==> config.mk <==
export PLATFORM = sky130hd
export DESIGN_NAME = tstamp_serializer
export DESIGN_NICKNAME = d
export VERILOG_FILES = /design/src/rtl/tstamp_serializer.sv
export SDC_FILE = /design/constraint.sdc
export NUM_CORES = 1
export LEC_CHECK = 0
export ABC_AREA = 1
export BUFFER_PORTS_ARGS = -buffer_cell sky130_fd_sc_hd__clkbuf_2
export CAP_MARGIN = 10
export CORE_MARGIN = 2
export CORE_UTILIZATION = 30
export DETAILED_ROUTE_END_ITERATION = 7
export PLACE_DENSITY = 0.47
export SYNTH_ARGS = -nofsm -noshare
export SYNTH_HDL_FRONTEND = slang
export SYNTH_SLANG_ARGS = --single-unit
==> constraint.sdc <==
create_clock -name clk -period 4.3 [get_ports clk]
set_clock_uncertainty 0.05 [all_clocks]
set_input_delay 0.215 -clock clk [delete_from_list [all_inputs] [get_ports clk]]
set_output_delay 0.215 -clock clk [all_outputs]
set_load 0.03 [all_outputs]
==> src/rtl/tstamp_serializer.sv <==
// tstamp_serializer
// Pops timestamp words from a first-word-fall-through FIFO and sends each one
// off chip as a framed serial stream on a single pad:
//   {HEADER[3:0], data[WORDWIDTH-1:0], even parity over data}, MSB first,
// qualified by a frame strobe. After each frame the strobe is held low for
// GAP idle cycles before the next word may be popped.
//
// Ports
//   clk           system clock
//   rstb          async active-low reset
//   enable_i      readout enable, sampled only when a frame could start
//   fifo_data_i   FIFO head word (valid while fifo_empty_i=0)
//   fifo_empty_i  FIFO empty flag
//   fifo_re_o     pop strobe, combinational, IDLE only
//   ser_data_o    serial data (registered)
//   ser_frame_o   frame strobe (registered)
//   busy_o        high outside IDLE (registered)
//   frame_cnt_o   completed-frame counter, wraps at 256
module tstamp_serializer #(
  parameter int         WORDWIDTH = 16,
  parameter logic [3:0] HEADER    = 4'b1010,
  parameter int         GAP       = 1
) (
  input  logic                 clk,
  input  logic                 rstb,
  input  logic                 enable_i,
  input  logic [WORDWIDTH-1:0] fifo_data_i,
  input  logic                 fifo_empty_i,
  output logic                 fifo_re_o,
  output logic                 ser_data_o,
  output logic                 ser_frame_o,
  output logic                 busy_o,
  output logic [7:0]           frame_cnt_o
);

  localparam int F  = 4 + WORDWIDTH + 1;
  localparam int CW = $clog2(F);
  localparam int GW = (GAP > 1) ? $clog2(GAP) : 1;

  typedef enum logic [1:0] {IDLE, SHIFT, GAP_S} state_t;

  state_t          state;
  logic [F-1:0]    sr;       // bits still to be sent, next one in the MSB
  logic [CW-1:0]   bit_cnt;  // index of the bit currently on ser_data_o
  logic [GW-1:0]   gap_cnt;

  // Gated by rstb so no pop can be seen by the FIFO while reset is held.
  assign fifo_re_o = rstb & (state == IDLE) & enable_i & ~fifo_empty_i;

  always_ff @(posedge clk or negedge rstb) begin
    if (!rstb) begin
      state       <= IDLE;
      sr          <= '0;
      bit_cnt     <= '0;
      gap_cnt     <= '0;
      ser_data_o  <= 1'b0;
      ser_frame_o <= 1'b0;
      busy_o      <= 1'b0;
      frame_cnt_o <= '0;
    end else begin
      case (state)
        IDLE: begin
          if (fifo_re_o) begin
            // Header bit 3 goes straight to the output register so it is on
            // the pad the cycle after the pop; the rest waits in sr.
            sr          <= {HEADER[2:0], fifo_data_i, ^fifo_data_i, 1'b0};
            ser_data_o  <= HEADER[3];
            ser_frame_o <= 1'b1;
            busy_o      <= 1'b1;
            bit_cnt     <= '0;
            state       <= SHIFT;
          end
        end
        SHIFT: begin
          if (bit_cnt == CW'(F - 1)) begin
            ser_data_o  <= 1'b0;
            ser_frame_o <= 1'b0;
            frame_cnt_o <= frame_cnt_o + 8'd1;
            gap_cnt     <= '0;
            state       <= GAP_S;
          end else begin
            ser_data_o <= sr[F-1];
            sr         <= {sr[F-2:0], 1'b0};
            bit_cnt    <= bit_cnt + CW'(1);
          end
        end
        GAP_S: begin
          if (gap_cnt == GW'(GAP - 1)) begin
            busy_o <= 1'b0;
            state  <= IDLE;
          end else begin
            gap_cnt <= gap_cnt + GW'(1);
          end
        end
        default: state <= IDLE;
      endcase
    end
  end

endmodule

[After elaboration in Yosys (flattened, before gate mapping)]
Index checks and enable logic that the tools add are counted.
Storage, ports and cells
  register bits after elaboration: 40
  input port bits: 20
  output and inout port bits: 12
  logic and storage cells: 53
Cells by class
  add/sub/neg operators: 3
  eq/ne operators: 7
  mux-type cells: 19
  bitwise logic cells: 4
  reduce and logical (&&, ||, !) cells: 12
Operators with widths (number)
  21-bit 2-to-1 mux: 2
  21-bit case mux with 2 select lines: 1
  16-bit XOR reduction: 1
  3-bit AND reduction: 4
  5-bit 2-to-1 mux: 2
  5-bit case mux with 2 select lines: 1
  8-bit by 1-bit adder with 8-bit output, second input constant: 1
  2-bit != test, second input constant: 4
  1-bit case mux with 2 select lines: 4
  2-bit 2-to-1 mux: 3
  2-bit case mux with 3 select lines: 1
  2-bit AND reduction: 3
  2-bit nonzero test: 3
  5-bit by 1-bit adder with 5-bit output, second input constant: 1
  5-bit equality test, second input constant: 1
  1-bit 2-to-1 mux: 5
  1-bit AND: 3
  2-bit by 1-bit equality test with 1-bit output, second input constant: 1
  2-bit equality test, second input constant: 1
  2-bit zero test: 1
  1-bit adder, second input constant: 1
  1-bit NOT: 1

[Depth between registers and ports, before layout]
Gate-level depths: netlist of run 1.
  word-level depth: 6
  depth in mapped cells: 12
  mapped depth without buffers: 12

[Least setup slack after synthesis of run 1]
OpenSTA, ideal clock, no wires.
  path type: reg-to-reg
  from: register bit_cnt[0]
  to: register frame_cnt_o[7]
  setup time: 0.133 ns
  data arrival time: 1.342 ns
  data required time: 4.117 ns
  setup slack: 2.775 ns
  cell stages (with the launch flop): 9
  path buffers: 0
  period minus slack after synthesis: 1.525 ns
  cell sequence: dfrtp_1 > inv_1 > ha_1 > nand4_4 > nor2_8 > nand2_4 > nor2_4 > nand3_2 > xnor2_1
Between the ends
  cells in the longest elaborated chain, start to end: 2
RTL lines
  from (decl): RTL line 44  | logic [CW-1:0] bit_cnt;
  from (signal assigned): RTL line 84  | bit_cnt <= bit_cnt + CW'(1);
  5-bit equality test: RTL line 75  | if (bit_cnt == CW'(F - 1)) begin
  2-bit AND reduction (no source line)
  to (signal assigned): RTL line 78  | frame_cnt_o <= frame_cnt_o + 8'd1;
  to (decl): RTL line 33  | output logic [7:0] frame_cnt_o
Every way passes these cells.
A chain may end at the register's enable or synchronous reset.

[Worst setup path in the final report of run 1]
  from: input port rstb
  to: output port fifo_re_o
Between the ends
  cells in the longest elaborated chain, start to end: 3
RTL lines
  from (decl): RTL line 25  | input logic rstb,
  1-bit AND (3 in series): RTL line 48  | assign fifo_re_o = rstb & (state == IDLE) & enable_i & ~fifo_empty_i;
  to (decl): RTL line 29  | output logic fifo_re_o,
Every way passes these cells.

==> impl_results.html, run 1 <==
<table>
<tr><th>Metric</th><th>Value</th></tr>
<tr><th colspan="2">Critical path</th></tr>
<tr><td>Start of the worst register-to-register path</td><td>state[1]$_DFFE_PN0P_</td></tr>
<tr><td>Path depth of the worst reg2reg path</td><td>9</td></tr>
<tr><td>Slowest CP cell</td><td>sky130_fd_sc_hd__dlygate4sd3_1</td></tr>
<tr><td>Setup crit start kind</td><td>primary input</td></tr>
<tr><td>Data arrival time of the critical path</td><td>2160 ps</td></tr>
<tr><td>Critical register-to-register path endpoint</td><td>bit_cnt[3]$_DFFE_PN0P_</td></tr>
<tr><td>Maximum net fanout on the critical path</td><td>39</td></tr>
<tr><td>Gate family responsible for the most delay along the worst path</td><td>buffers and inverters</td></tr>
<tr><td>Worst setup path class</td><td>primary input to primary output</td></tr>
<tr><td>Crit end category</td><td>primary output</td></tr>
<tr><td>Worst EP required</td><td>4030 ps</td></tr>
<tr><td>Buffers and inverters on the worst path</td><td>6</td></tr>
<tr><td>Delay of the slowest cell on the worst path</td><td>520 ps</td></tr>
<tr><td>Critical Path, Cell by Cell</td><td>dlygate4sd3_1 -&gt; clkbuf_2 -&gt; buf_4 -&gt; inv_1 -&gt; nor2_1 -&gt; nand4_1 -&gt; inv_1 -&gt; clkbuf_2</td></tr>
<tr><td>Worst reg-to-reg setup slack</td><td>2130 ps</td></tr>
<tr><th colspan="2">Final layout</th></tr>
<tr><td>Area growth, synth to finish</td><td>15.3%</td></tr>
<tr><td>Share of post-route cells with drive strength above 1</td><td>0.199</td></tr>
<tr><td>Number of fill cells</td><td>782</td></tr>
<tr><td>Number of antenna cells inserted</td><td>0</td></tr>
<tr><td>Register Area</td><td>951 sq um</td></tr>
<tr><td>Nets</td><td>325</td></tr>
<tr><td>Final Util</td><td>0.351</td></tr>
<tr><td>Area taken by multi-input logic gates</td><td>988 sq um</td></tr>
<tr><th colspan="2">Clocking</th></tr>
<tr><td>Bufs on Longest Clock Path</td><td>2</td></tr>
<tr><td>CTS root buffer</td><td>sky130_fd_sc_hd__clkbuf_8</td></tr>
<tr><td>Worst-path clk slew</td><td>70 ps</td></tr>
<tr><td>Clock latency on the worst-skew pair</td><td>280 ps</td></tr>
<tr><td>CTS sink count</td><td>38</td></tr>
<tr><td>TritonCTS clock tree</td><td>done</td></tr>
<tr><td>Setup Fix Bufs, Post-CTS</td><td>0</td></tr>
<tr><td>CTS resizes</td><td>0</td></tr>
<tr><td>Hold bufs inserted after CTS</td><td>1</td></tr>
<tr><td>Number of H-tree branching levels</td><td>2</td></tr>
<tr><td>Clock buffer count from CTS</td><td>5</td></tr>
<tr><th colspan="2">Detailed routing</th></tr>
<tr><td>Total length of routed wires</td><td>4.26 mm</td></tr>
<tr><td>DRC marker count from the first detailed-route iteration</td><td>103</td></tr>
<tr><td>Wire per inst</td><td>10.6 um</td></tr>
<tr><td>Number of nets with antenna violations after detailed routing</td><td>0</td></tr>
<tr><td>Via Count</td><td>1702</td></tr>
<tr><td>DR vias/cell</td><td>4.26</td></tr>
<tr><td>DR DRC count</td><td>0</td></tr>
<tr><td>Detailed-router iteration count before antenna repair</td><td>6</td></tr>
<tr><th colspan="2">GRT</th></tr>
<tr><td>Overall global routing resource usage</td><td>0.119</td></tr>
<tr><td>Aggregate global routing overflow</td><td>0</td></tr>
<tr><td>Maximum number of pins on one net before global-route repair</td><td>41</td></tr>
<tr><td>First-pass GRT wire length</td><td>7.42 mm</td></tr>
<tr><td>Via count of the first global-routing pass</td><td>1616</td></tr>
<tr><td>Number of antenna violations at the first check in global routing</td><td>0</td></tr>
<tr><th colspan="2">Floorplan</th></tr>
<tr><td>Vertical die dimension</td><td>89.0 um</td></tr>
<tr><td>Core Area</td><td>7140 sq um</td></tr>
<tr><td>Die Span X</td><td>89.0 um</td></tr>
<tr><td>Starting Density</td><td>0.304</td></tr>
<tr><td>Io pins</td><td>32</td></tr>
<tr><td>Num rows</td><td>31</td></tr>
<tr><td>Overall die area</td><td>7930 sq um</td></tr>
<tr><th colspan="2">Logic synthesis</th></tr>
<tr><td>Yosys Warn Count</td><td>0</td></tr>
<tr><td>Post-Synthesis Cell Area</td><td>2170 sq um</td></tr>
<tr><td>Share of Yosys cell area claimed by the top area cell type</td><td>0.438</td></tr>
<tr><td>Cells after Synth</td><td>269</td></tr>
<tr><td>Post-Synthesis Net Count</td><td>292</td></tr>
<tr><td>Number of library cell types mapped by synthesis</td><td>30</td></tr>
<tr><td>Post-synthesis area per instance</td><td>8.07 sq um</td></tr>
<tr><td>Seq cells post-synth</td><td>38</td></tr>
<tr><td>Cell types occupying the most area after synthesis</td><td>sky130_fd_sc_hd__dfrtp_1 44%, sky130_fd_sc_hd__nand2_1 15%, sky130_fd_sc_hd__inv_1 8.1%, sky130_fd_sc_hd__o211ai_1 5.5%, sky130_fd_sc_hd__o21ai_0 3.2%</td></tr>
<tr><td>Synth area leader</td><td>sky130_fd_sc_hd__dfrtp_1</td></tr>
<tr><td>Register area share after synthesis</td><td>0.438</td></tr>
<tr><th colspan="2">Placed design</th></tr>
<tr><td>Final estimated routing congestion in global placement</td><td>0.710</td></tr>
<tr><td>Total of buffers placed on input and output ports</td><td>31</td></tr>
<tr><td>Detail Placement HPWL</td><td>3.07 mm</td></tr>
<tr><th colspan="2">Min path</th></tr>
<tr><td>Hold Crit Class</td><td>primary input to flip-flop</td></tr>
<tr><td>Hold_sp</td><td>fifo_data_i[6]</td></tr>
<tr><td>Worst Hold Path EP</td><td>sr[8]$_DFFE_PN0P_</td></tr>
<tr><td>Count of cells along the worst hold path</td><td>3</td></tr>
<tr><th colspan="2">STA</th></tr>
<tr><td>Min Tclk post-route</td><td>2420 ps</td></tr>
<tr><td>Worst hold-check slack</td><td>179 ps</td></tr>
<tr><td>Final hold vios</td><td>0</td></tr>
<tr><td>Final number of setup-violating endpoints</td><td>0</td></tr>
<tr><td>Worst slew margin</td><td>0.664</td></tr>
<tr><td>Max-slew violations</td><td>0</td></tr>
<tr><td>Period utilization</td><td>0.563</td></tr>
<tr><td>Setup repair after global routing missed its margin</td><td>false</td></tr>
<tr><td>Total negative slack for setup checks</td><td>0 ps</td></tr>
<tr><td>Tightest Pin Transition</td><td>504 ps</td></tr>
<tr><td>Top achievable clock speed</td><td>0.413 GHz</td></tr>
<tr><th colspan="2">Power</th></tr>
<tr><td>Highest ir drop seen on vdd</td><td>0.000164 V</td></tr>
<tr><td>Power per cell area</td><td>613 nW/um^2</td></tr>
<tr><td>Lkg Pwr</td><td>1.36 nW</td></tr>
<tr><th colspan="2">Run status</th></tr>
<tr><td>Result of the run</td><td>completed</td></tr>
<tr><th colspan="2">Job</th></tr>
<tr><td>Total of max-cap violations</td><td>0</td></tr>
</table>
## where the power goes
| group | switching [W] | internal [W] | leakage (nW) |
|---|---|---|---|
| registers | 0.0000717 | 0.000509 | 0.467 |
| logic | 0.000466 | 0.000250 | 0.850 |
| clock network | 0.000115 | 0.000124 | 0.0431 |
| total | 0.000652 | 0.000883 | 1.36 |
## flip-flops by register name (all words and copies together) (netlist names)
name / flops
frame_cnt_o: 8
state: 2
ser_data_o: 1
bit_cnt: 5
sr: 20
ser_frame_o: 1
busy_o: 1
## cell usage in the layout (no fill, tap or decap), types with 6 or more instances in the layout
| cell type | n |
|---|---|
| sky130_fd_sc_hd__clkbuf_2 | 31 |
| sky130_fd_sc_hd__xor2_1 | 8 |
| sky130_fd_sc_hd__nor2_1 | 12 |
| sky130_fd_sc_hd__nand3_1 | 7 |
| sky130_fd_sc_hd__inv_1 | 47 |
| sky130_fd_sc_hd__o211ai_1 | 16 |
| sky130_fd_sc_hd__o21ai_2 | 7 |
| sky130_fd_sc_hd__clkbuf_8 | 6 |
| sky130_fd_sc_hd__o21ai_0 | 14 |
| sky130_fd_sc_hd__dfrtp_1 | 38 |
| sky130_fd_sc_hd__nand2_1 | 85 |
## worst register-to-register path, stage by stage, from the launching register on
cell and delay (ps):
sky130_fd_sc_hd__dfrtp_1 380, sky130_fd_sc_hd__inv_1 90, sky130_fd_sc_hd__nand2_2 150, sky130_fd_sc_hd__inv_2 410, sky130_fd_sc_hd__nand2_4 150, sky130_fd_sc_hd__nand2_4 360, sky130_fd_sc_hd__inv_2 130, sky130_fd_sc_hd__nor2_1 130
sky130_fd_sc_hd__xor2_1 150, sky130_fd_sc_hd__nor2_1 50
## final cells by class
class,instances,share of cell area
Clock buffer,6,0.0330
Inverter,49,0.0735
Multi-Input combinational cell,175,0.395
Sequential cell,38,0.380
Timing Repair Buffer,33,0.0690
Tap cell,99,0.0495
## cells in the mapped netlist
master                     instances
sky130_fd_sc_hd__ha_1              3
sky130_fd_sc_hd__dfrtp_1          38
sky130_fd_sc_hd__inv_1            47
sky130_fd_sc_hd__nor2_8            1
sky130_fd_sc_hd__nand4_4           1
sky130_fd_sc_hd__mux2_2            1
sky130_fd_sc_hd__buf_6             1
sky130_fd_sc_hd__xor2_1            8
sky130_fd_sc_hd__o22ai_2           2
sky130_fd_sc_hd__nand2_4           3
sky130_fd_sc_hd__nand3_2           1
sky130_fd_sc_hd__nor3_2            1
sky130_fd_sc_hd__inv_2             2
sky130_fd_sc_hd__buf_1             1
sky130_fd_sc_hd__buf_8             1
sky130_fd_sc_hd__nor2_4            1
sky130_fd_sc_hd__a22oi_1           1
sky130_fd_sc_hd__nand2_1          85
sky130_fd_sc_hd__clkbuf_1          3
sky130_fd_sc_hd__nand4_1           1
sky130_fd_sc_hd__o211ai_1         16
sky130_fd_sc_hd__xnor2_1           5
sky130_fd_sc_hd__nor2_1           12
sky130_fd_sc_hd__o31ai_1           1
sky130_fd_sc_hd__o21ai_2           7
sky130_fd_sc_hd__nand2_2           2
sky130_fd_sc_hd__buf_2             1
sky130_fd_sc_hd__nand3_1           7
sky130_fd_sc_hd__a21oi_1           2
sky130_fd_sc_hd__o21ai_0          14
## how the worst max path moves through the flow
stage	start	to	slack, ps	depth (start not counted)
final	rstb	fifo_re_o	1880	8
after global routing	rstb	bit_cnt[3]$_DFFE_PN0P_	1550	11
after CTS	rstb	fifo_re_o	1840	8
after detailed placement	rstb	bit_cnt[3]$_DFFE_PN0P_	2080	10
after global placement	rstb	bit_cnt[3]$_DFFE_PN0P_	2110	10
after floorplan	bit_cnt[0]$_DFFE_PN0P_	frame_cnt_o[7]$_DFFE_PN0P_	2780	8
## routing by layer
| metal | up-vias | global-route usage | part of all wire |
|---|---|---|---|
| met5 | - | 0 | 0 |
| met4 | 0 | 0.0407 | 0.018 |
| met3 | 8 | 0.0222 | 0.027 |
| met2 | 27 | 0.186 | 0.43 |
| met1 | 766 | 0.167 | 0.53 |
| li1 | 901 | - | - |
## per-stage QoR
step           total power (W)  area, sq um  setup slack, ps  instances
6_report               0.00153         2500             1880        400
5_1_grt                0.00171         2500             1550        400
4_1_cts                0.00156         2500             1840        400
3_5_place_dp           0.00131         2410             2080        393
3_3_place_gp           0.00130         2410             2110        393
2_1_floorplan          0.00119         2170             2780        269
## logic make-up (layout without fill, tap and decap cells)
kind of cell             Yosys count  after routing  synth area share
AND/OR/NAND/NOR                  115            115             0.242
buffers and inverters             56             88             0.106
AO/OA/AOI/OAI                     43             43             0.139
flip-flops                        38             38             0.438
XOR/XNOR                          13             13            0.0525
adder cells (fa/ha/maj)            3              3            0.0173
multiplexers                       1              1           0.00519
Note: power is estimated with default switching activity, not from simulation.
==> inputs of run 2 (changes only) <==
==> constraint.sdc (replaced) <==
create_clock -name clk -period 2.48 [get_ports clk]
set_clock_uncertainty 0.05 [all_clocks]
set_input_delay 0.124 -clock clk [delete_from_list [all_inputs] [get_ports clk]]
set_output_delay 0.124 -clock clk [all_outputs]
set_load 0.03 [all_outputs]
==> impl_results.html, run 2 (same netlist as run 1, synthesis figures left out) <==
<table>
<tr><th>Metric</th><th>Value</th></tr>
<tr><th colspan="2">Critical path</th></tr>
<tr><td>Data arrival time of the critical path</td><td>2040 ps</td></tr>
<tr><td>Worst EP required</td><td>2600 ps</td></tr>
<tr><td>Maximum net fanout on the critical path</td><td>40</td></tr>
<tr><td>Worst setup path class</td><td>flip-flop to flip-flop</td></tr>
<tr><td>Setup crit start kind</td><td>flip-flop</td></tr>
<tr><td>Crit end category</td><td>flip-flop</td></tr>
<tr><th colspan="2">GRT</th></tr>
<tr><td>Maximum number of pins on one net before global-route repair</td><td>41</td></tr>
<tr><td>Overall global routing resource usage</td><td>0.114</td></tr>
<tr><td>Aggregate global routing overflow</td><td>0</td></tr>
<tr><td>Via count of the first global-routing pass</td><td>1526</td></tr>
<tr><td>First-pass GRT wire length</td><td>6.95 mm</td></tr>
<tr><td>Number of antenna violations at the first check in global routing</td><td>0</td></tr>
<tr><th colspan="2">Run status</th></tr>
<tr><td>Result of the run</td><td>completed</td></tr>
<tr><th colspan="2">Detailed routing</th></tr>
<tr><td>Total length of routed wires</td><td>4.15 mm</td></tr>
<tr><td>DRC marker count from the first detailed-route iteration</td><td>94</td></tr>
<tr><td>DR vias/cell</td><td>4.22</td></tr>
<tr><td>Detailed-router iteration count before antenna repair</td><td>4</td></tr>
<tr><td>Number of nets with antenna violations after detailed routing</td><td>0</td></tr>
<tr><td>DR DRC count</td><td>0</td></tr>
<tr><td>Wire per inst</td><td>10.3 um</td></tr>
<tr><td>Via Count</td><td>1701</td></tr>
<tr><th colspan="2">STA</th></tr>
<tr><td>Final hold vios</td><td>0</td></tr>
<tr><td>Max-slew violations</td><td>0</td></tr>
<tr><td>Final number of setup-violating endpoints</td><td>0</td></tr>
<tr><td>Top achievable clock speed</td><td>0.523 GHz</td></tr>
<tr><td>Worst setup margin</td><td>569 ps</td></tr>
<tr><td>Tightest Pin Transition</td><td>473 ps</td></tr>
<tr><td>Period utilization</td><td>0.771</td></tr>
<tr><td>Setup repair after global routing missed its margin</td><td>false</td></tr>
<tr><td>Min Tclk post-route</td><td>1910 ps</td></tr>
<tr><td>Total negative slack for setup checks</td><td>0 ps</td></tr>
<tr><td>Worst slew margin</td><td>0.685</td></tr>
<tr><th colspan="2">Power</th></tr>
<tr><td>Int Power</td><td>0.00176 W</td></tr>
<tr><td>Net switching share of the total power</td><td>0.395</td></tr>
<tr><td>Power per cell area</td><td>1130 nW/um^2</td></tr>
<tr><td>Power after layout</td><td>0.00290 W</td></tr>
<tr><td>Highest ir drop seen on vdd</td><td>0.000334 V</td></tr>
<tr><td>Relative contribution of sequential cells to total power</td><td>0.346</td></tr>
<tr><td>Lkg Pwr</td><td>1.39 nW</td></tr>
<tr><td>Clk network pwr share</td><td>0.224</td></tr>
<tr><td>Net switching power of the design</td><td>0.00115 W</td></tr>
<tr><td>Relative contribution of combinational cells to total power</td><td>0.430</td></tr>
<tr><th colspan="2">Final layout</th></tr>
<tr><td>Number of fill cells</td><td>780</td></tr>
<tr><td>Final Util</td><td>0.360</td></tr>
<tr><td>Top flop regs</td><td>sr (20), frame_cnt_o (8), bit_cnt (5)</td></tr>
<tr><td>Commonest cells after routing, fill and taps aside</td><td>85 x sky130_fd_sc_hd__nand2_1, 47 x sky130_fd_sc_hd__inv_1, 38 x sky130_fd_sc_hd__dfrtp_1</td></tr>
<tr><td>Area growth, synth to finish</td><td>18.5%</td></tr>
<tr><td>Number of antenna cells inserted</td><td>0</td></tr>
<tr><td>Share of post-route cells with drive strength above 1</td><td>0.207</td></tr>
<tr><td>Leading cell type in the layout, fill and taps excluded</td><td>sky130_fd_sc_hd__nand2_1</td></tr>
<tr><td>Largest reg by FF count</td><td>sr</td></tr>
<tr><td>Flip-flop count of the largest register after layout</td><td>20</td></tr>
<tr><td>Nets</td><td>326</td></tr>
<tr><th colspan="2">Placed design</th></tr>
<tr><td>Total of buffers placed on input and output ports</td><td>31</td></tr>
<tr><td>Post-place setup slack</td><td>565 ps</td></tr>
<tr><td>Final estimated routing congestion in global placement</td><td>0.703</td></tr>
<tr><td>Detail Placement HPWL</td><td>3.08 mm</td></tr>
<tr><th colspan="2">Clocking</th></tr>
<tr><td>Bufs on Longest Clock Path</td><td>2</td></tr>
<tr><td>Clock buffer count from CTS</td><td>5</td></tr>
<tr><td>CTS sink count</td><td>38</td></tr>
<tr><td>Worst-path clk slew</td><td>70 ps</td></tr>
<tr><td>TritonCTS clock tree</td><td>done</td></tr>
<tr><td>CTS resizes</td><td>0</td></tr>
<tr><td>Clock latency on the worst-skew pair</td><td>290 ps</td></tr>
<tr><td>CTS root buffer</td><td>sky130_fd_sc_hd__clkbuf_8</td></tr>
<tr><td>Number of H-tree branching levels</td><td>2</td></tr>
<tr><th colspan="2">Floorplan</th></tr>
<tr><td>Num rows</td><td>31</td></tr>
<tr><td>Io pins</td><td>32</td></tr>
<tr><td>Die Span X</td><td>89.0 um</td></tr>
<tr><td>Starting Density</td><td>0.304</td></tr>
<tr><td>Overall die area</td><td>7930 sq um</td></tr>
<tr><td>Core Area</td><td>7140 sq um</td></tr>
<tr><td>Vertical die dimension</td><td>89.0 um</td></tr>
<tr><th colspan="2">Min path</th></tr>
<tr><td>Hold Crit Class</td><td>primary input to flip-flop</td></tr>
<tr><th colspan="2">Job</th></tr>
<tr><td>Total of max-cap violations</td><td>0</td></tr>
</table>
run 2: cell types whose count changed in the layout (fill, tap and decap cells not counted):
cell | before | now
sky130_fd_sc_hd__bufinv_16 | 0 | 2
sky130_fd_sc_hd__buf_4 | 1 | 2
run 2: layer usage:
metal  routed length, um  global-route usage  share of wire
met5                   0                   0              0
met4                  68              0.0407          0.016
met3                 122              0.0259          0.029
met2                1800               0.176           0.43
met1                2160               0.156           0.52
run 2: timing repair:
action | in CTS | in global routing
hold buffers | 1 | 0
setup buffers | 0 | 0
hold endpoints to repair | 38 | 0
endpoints found under the setup margin | 0 | 0
run 2: worst max-delay path, cell delays in order (launching register included):
cell	delay (ps)
sky130_fd_sc_hd__dfrtp_1	370
sky130_fd_sc_hd__inv_1	80
sky130_fd_sc_hd__ha_1	230
sky130_fd_sc_hd__nand4_4	160
sky130_fd_sc_hd__nand2_4	100
sky130_fd_sc_hd__nand2_4	350
sky130_fd_sc_hd__inv_2	120
sky130_fd_sc_hd__nor2_1	130
sky130_fd_sc_hd__xor2_1	150
sky130_fd_sc_hd__nor2_1	50
run 2: layout make-up:
class                   count  area, sq um  share of cell area
clock inverters             2         60.1              0.0234
clock buffers               6         82.6              0.0321
repair buffers             34          180              0.0701
flip-flops and latches     38          951               0.370
multi-input cells         175          988               0.385
well taps                  99          124              0.0482
inverters                  49          184              0.0716
run 2: worst paths after layout:
kind / from / slack [ps] / endpoint / depth (start not counted)
worst max-delay path: bit_cnt[0]$_DFFE_PN0P_ / 570 / bit_cnt[3]$_DFFE_PN0P_ / 9
worst min-delay path: fifo_data_i[3] / 90 / sr[5]$_DFFE_PN0P_ / 3
worst max register to register: bit_cnt[0]$_DFFE_PN0P_ / 570 / bit_cnt[3]$_DFFE_PN0P_ / 9
worst min register to register: state[1]$_DFFE_PN0P_ / 400 / busy_o$_DFFE_PN0P_ / 1
max in group asynchronous: rstb / 1600 / sr[2]$_DFFE_PN0P_ / 3
min in group asynchronous: rstb / 450 / frame_cnt_o[6]$_DFFE_PN0P_ / 3
run 2: metrics by stage:
step                      cells  instance area [sq um]  hold WS, ps
after floorplan             269                   2170         -222
after global placement      394                   2420          265
after detailed placement    394                   2420          255
after CTS                   403                   2570         84.2
after global routing        403                   2570          105
final                       403                   2570         91.1
run 2: power groups by stage:
stage | combinational [W] | sequential (W) | clock, W
after floorplan | 0.000974 | 0.00108 | 0
after global placement | 0.00127 | 0.00102 | 0
after detailed placement | 0.00127 | 0.00102 | 0
after CTS | 0.00128 | 0.00101 | 0.000666
after global routing | 0.00144 | 0.00104 | 0.000695
final | 0.00125 | 0.00100 | 0.000649
